<file path="config.mk">
export PLATFORM = sky130hd
export DESIGN_NAME = mux_nx1_stream_arb
export DESIGN_NICKNAME = d
export VERILOG_FILES = /design/src/rtl/mux_nx1_stream_arb.sv
export SDC_FILE = /design/constraint.sdc
export NUM_CORES = 1
export LEC_CHECK = 0
export BUFFER_PORTS_ARGS = -buffer_cell sky130_fd_sc_hd__buf_4
export CORE_ASPECT_RATIO = 0.9
export CORE_UTILIZATION = 37
export CTS_CLUSTER_DIAMETER = 80
export DETAILED_ROUTE_END_ITERATION = 10
export GPL_TIMING_DRIVEN = 0
export PLACE_DENSITY = 0.72
export SKIP_CTS_REPAIR_TIMING = 1
export SLEW_MARGIN = 40
export SYNTH_ARGS = -nofsm -noshare
export SYNTH_HDL_FRONTEND = slang
export SYNTH_SLANG_ARGS = --single-unit
</file>
<file path="constraint.sdc">
create_clock -name in_clk -period 1.31 [get_ports in_clk]
set_clock_uncertainty 0.1 [all_clocks]
set_input_delay 0.131 -clock in_clk [delete_from_list [all_inputs] [get_ports in_clk]]
set_output_delay 0.131 -clock in_clk [all_outputs]
set_load 0.02 [all_outputs]
</file>
<file path="src/rtl/mux_nx1_stream_arb.sv">
// mux_nx1_stream_arb
// Registered N-input stream multiplexer with valid/ready handshakes.
// Mode 0 forwards the channel named by in_sel. Mode 1 arbitrates round-robin
// among the valid channels. A single output register decouples the sources
// from the sink; a new beat may load in the same cycle the held one leaves.

module mux_nx1_stream_arb #(
  parameter  int N_CH  = 2,
  parameter  int W     = 8,
  localparam int SEL_W = $clog2(N_CH)
) (
  input  logic                in_clk,
  input  logic                in_rst,
  input  logic                in_mode,
  input  logic [SEL_W-1:0]    in_sel,
  input  logic [N_CH*W-1:0]   in_src_data,
  input  logic [N_CH-1:0]     in_src_valid,
  output logic [N_CH-1:0]     out_src_ready,
  output logic [W-1:0]        out_dst_data,
  output logic                out_dst_valid,
  output logic [SEL_W-1:0]    out_dst_ch,
  input  logic                in_dst_ready
);

  // Number of codes in_sel can express; may exceed N_CH when N_CH is not
  // a power of two, and the extra codes must never produce a grant.
  localparam int SEL_N = 1 << SEL_W;

  // The pointer starts on the last channel so the first search begins at 0.
  localparam logic [SEL_W-1:0] PTR_RESET = SEL_W'(N_CH - 1);

  logic              load;
  logic [SEL_N-1:0]  valid_pad;
  logic              sel_in_range;
  logic              static_found;
  logic              rr_found;
  logic [SEL_W-1:0]  rr_grant;
  logic [SEL_W-1:0]  rr_ptr;
  logic              grant_found;
  logic [SEL_W-1:0]  grant;
  logic              grant_valid;
  logic [W-1:0]      grant_data;

  // Channel index (base + offset) wrapped into 0..N_CH-1. Offset never
  // exceeds N_CH and base is always below N_CH, so one subtraction suffices.
  function automatic logic [SEL_W-1:0] wrap_idx(input logic [SEL_W-1:0] base,
                                                input int offset);
    int sum;
    sum = int'(base) + offset;
    if (sum >= N_CH) begin
      sum = sum - N_CH;
    end
    return SEL_W'(sum);
  endfunction

  // The output register may take a new beat when empty or being drained.
  always_comb begin
    load = ~out_dst_valid | in_dst_ready;
  end

  // Static select: only a valid, in-range channel can be granted.
  always_comb begin
    valid_pad    = SEL_N'(in_src_valid);
    sel_in_range = (int'(in_sel) < N_CH);
    static_found = sel_in_range && valid_pad[in_sel];
  end

  // Round-robin search starting just after the last granted channel; the
  // loop runs from the farthest candidate down so the nearest one wins.
  always_comb begin
    rr_found = 1'b0;
    rr_grant = '0;
    for (int i = N_CH; i >= 1; i--) begin
      if (valid_pad[wrap_idx(rr_ptr, i)]) begin
        rr_found = 1'b1;
        rr_grant = wrap_idx(rr_ptr, i);
      end
    end
  end

  // Pick the grant for the active mode and qualify it with load and reset,
  // so nothing is offered to the sources while a beat is stuck or in reset.
  always_comb begin
    if (in_mode) begin
      grant_found = rr_found;
      grant       = rr_grant;
    end else begin
      grant_found = static_found;
      grant       = in_sel;
    end
    grant_valid = ~in_rst & load & grant_found;
  end

  // One-hot ready to the granted source and the matching data slice.
  always_comb begin
    out_src_ready = '0;
    grant_data    = '0;
    for (int k = 0; k < N_CH; k++) begin
      out_src_ready[k] = grant_valid && (grant == SEL_W'(k));
      if (grant == SEL_W'(k)) begin
        grant_data = in_src_data[k*W +: W];
      end
    end
  end

  // Output stage: capture the granted beat, empty when nothing is granted,
  // and hold everything while the sink is stalling.
  always_ff @(posedge in_clk or posedge in_rst) begin
    if (in_rst) begin
      out_dst_valid <= 1'b0;
      out_dst_data  <= '0;
      out_dst_ch    <= '0;
    end else if (load) begin
      if (grant_valid) begin
        out_dst_valid <= 1'b1;
        out_dst_data  <= grant_data;
        out_dst_ch    <= grant;
      end else begin
        out_dst_valid <= 1'b0;
      end
    end
  end

  // Round-robin pointer: follows transfers made in mode 1 only, so a
  // detour through static select leaves the rotation where it was.
  always_ff @(posedge in_clk or posedge in_rst) begin
    if (in_rst) begin
      rr_ptr <= PTR_RESET;
    end else if (grant_valid && in_mode) begin
      rr_ptr <= grant;
    end
  end

  // At most one source may ever see ready.
  assert property (@(posedge in_clk) disable iff (in_rst)
    $onehot0(out_src_ready));

  // A beat the sink has not taken stays put.
  assert property (@(posedge in_clk) disable iff (in_rst)
    (out_dst_valid && !in_dst_ready) |=>
      (out_dst_valid && $stable(out_dst_data) && $stable(out_dst_ch)));

endmodule
</file>
==> flow_metrics.py <==
metrics = {
    "cells_and_area": {
        "seq_area_um2": 278,
        "fill_cells": 120,
        "multiInputGateArea_um2": 304,
        "nets": 126,
        "antenna_cells": 0,
        "drive_gt1_share_pct": 60.8,
        "design_area_um2": 1020,
        "synthToLayoutAreaGrowth_pct": 69.5,
    },
    "yosys": {
        "synth_mux_area_share_pct": 13.4,
        "yosys.area.top_type": "dfrtp_1",
        "yosys.area.top_type_share_pct": 41.8,
        "synth-xor-area-share_pct": 0,
        "synth_ff_type": "dfrtp_1",
        "synth_simple_gate_area_share_pct": 14.8,
        "synth_common_cells": "dfrtp_1, nor2_1, mux2i_1",
        "synth_area_per_cell_um2": 10.9,
        "synth_nets": 78,
        "synth_edf_count": 0,
        "synth_warnings": 0,
        "synth_top_family_by_area": "compound AO/OA/AOI/OAI gates",
        "yosysSeqAreaShare_pct": 46.1,
        "synthAdderAreaFrac_pct": 0,
        "synthCells": 55,
        "yosys_register_bits": 11,
        "synth-compound-area-share_pct": 19.4,
        "synth_area_um2": 599,
        "synth_area_leaders": "dfrtp_1, mux2i_1, a21oi_2, nor2_1, a2111oi_4",
        "ys_types": 19,
        "synthArstFlopShare_pct": 100,
    },
    "run_status": {
        "violations": "negative hold slack, negative setup slack",
        "outcome": "complete, but fails checks",
    },
    "sta": {
        "worstMarginPinSlew_ns": 0.450,
        "finalSetupViolations": 12,
        "hold_viol_final": 1,
        "hold-worst-slack_ns": -0.00837,
        "clock.fmax_mhz": 577,
        "relSlewSlack_pct": 70.0,
        "slew_viol_final": 0,
        "setup_slack_ns": -0.423,
        "post-route-min-period_ns": 1.73,
        "finalCritPeriodShare_pct": 132,
        "rsz0062_at_grt": "yes",
    },
    "setup_path": {
        "path_depth": 5,
        "worstSetupEndpointType": "output port",
        "timing.rr.end": "out_dst_data[1]",
        "timing.rr.start": "rr_ptr",
        "r2r_slack_ns": -0.21,
        "worst_setup_path_start_kind": "register",
        "cp_data_arrival_time_ns": 1.50,
        "cp_max_fo": 6,
        "criticalPathCategory": "register to output port",
        "crit_family": "flip-flops",
        "reg2regPathDepth": 6,
        "crit_buf_inv": 2,
        "max_stage_delay_ns": 0.41,
        "cp.required_ns": 1.08,
        "crit_chain": "nor2b_4, a2111oi_4, buf_6, nor2b_4, buf_6",
        "worst_path_max_delay_cell": "dfrtp_2",
    },
    "floorplan": {
        "die_area_um2": 1790,
        "ioPinCount": 35,
        "core_region_area_um2": 1480,
        "die_w_um": 44.4,
        "rows": 13,
        "initial_core_util_pct": 40.5,
        "chipHeight_um": 40.2,
    },
    "pwr": {
        "power.total_uw": 1200,
        "p_leak_uw": 0.000494,
        "peakVddDrop_v": 0.000594,
        "power_density_nw_per_um2": 1180,
    },
    "drt": {
        "initialDrtViolationCount": 1,
        "num_vias": 569,
        "final_antenna_net_count": 0,
        "wl_per_cell_um": 11.5,
        "via_per_inst": 4.59,
        "firstDrtPassIters": 2,
        "drc_errors": 0,
        "wirelength_mm": 1.43,
    },
    "global_route": {
        "antenna_found_initial": 0,
        "track_usage_pct": 16.0,
        "grt_pass1_wl_mm": 1.93,
        "grt_max_degree": 12,
        "grt_pass1_vias": 438,
        "grt_overflow_total": 0,
    },
    "cts": {
        "h-tree-depth": 1,
        "cts_buffer_depth": 2,
        "root_buffer": "clkbuf_4",
        "clock_latency_ns": 0.27,
        "path_clk_slew_ns": 0.08,
        "numClockSinks": 11,
        "cts_tree": "built",
        "cts_buffers": 3,
    },
    "flow_run": {
        "cap_violations": 0,
    },
    "min_path": {
        "min_from": "in_mode",
        "whs_endpoint": "rr_ptr",
        "worstHoldPathCells": 2,
        "hp-class": "input port to register",
    },
    "placement": {
        "dp_hpwl_um": 961,
        "place_congestion": 0.621,
        "io_buffers": 34,
        "post_dp_cell_area_um2": 898,
        "pre_cts_ws_ns": -0.160,
    },
}
-- cells in the final DEF, fill, tap and decap left out, drive strengths merged --
| master | count |
|---|---|
| dfstp | 1 |
| nor3b | 1 |
| o21ai | 1 |
| dlygate4sd3 | 2 |
| inv | 2 |
| buf | 44 |
| a41oi | 1 |
| nor2 | 11 |
| clkbuf | 4 |
| nor2b | 3 |
| a2111oi | 1 |
| or2 | 1 |
| a31oi | 2 |
| a21oi | 8 |
| mux2i | 8 |
| and2 | 1 |
| nand2 | 1 |
| dfrtp | 10 |
-- kinds of logic after synthesis --
group | Yosys count
muxes | 8
AOI/OAI and AO/OA | 13
and+or+nand+nor | 18
DFF | 11
buffers and inverters | 5
-- metal layers --
metal / GRT usage (%) / share of wire (%) / up-vias
met4: 9.09 / 1.5 / 0
met2: 25.0 / 52 / 17
met3: 4.05 / 3.2 / 4
met5: 0 / 0 / -
li1: - / - / 285
met1: 20.4 / 43 / 263
-- cell type report --
cell class | instances | share of cell area (%)
Multi-Input combinational cell | 39 | 29.9
Tap cell | 22 | 2.71
Clock buffer | 4 | 2.59
Inverter | 2 | 0.739
Sequential cell | 11 | 27.3
Buffer | 3 | 2.96
Timing Repair Buffer | 43 | 33.7
-- state kept, by name (all words and copies together), names as in the netlist --
register / cells
out_dst_data: 8
out_dst_valid: 1
rr_ptr: 1
out_dst_ch: 1
-- per-stage QoR --
step / hold WS, ns / utilization, % / cells / TNS [ns]
final: -0.00837 / 68.6 / 124 / -2.74
after global routing: 0.0185 / 68.6 / 124 / -3.42
after CTS: -0.204 / 62.5 / 115 / -2.28
after detailed placement: 0.0941 / 60.7 / 111 / -1.53
after global placement: 0.0851 / 60.7 / 111 / -1.55
after floorplan: -0.117 / - / 55 / -0.832
-- worst max-delay path by stage --
stage                   from          endpoint  slack (ns)
2_1_floorplan  out_dst_valid        out_dst_ch       -0.10
3_3_place_gp          rr_ptr  out_src_ready[0]       -0.16
3_5_place_dp          rr_ptr  out_src_ready[0]       -0.16
4_1_cts               rr_ptr  out_src_ready[0]       -0.47
5_1_grt        out_dst_valid  out_src_ready[1]       -0.48
6_report       out_dst_valid  out_src_ready[1]       -0.42
-- power breakdown --
| part | total [uW] | internal, uW | leakage (uW) | switching (uW) |
|---|---|---|---|---|
| Sequential | 463 | 421 | 0.000121 | 41.9 |
| Combinational | 497 | 258 | 0.000358 | 239 |
| Clock | 240 | 118 | 0.0000150 | 122 |
Power figures use the tool's default switching activity.
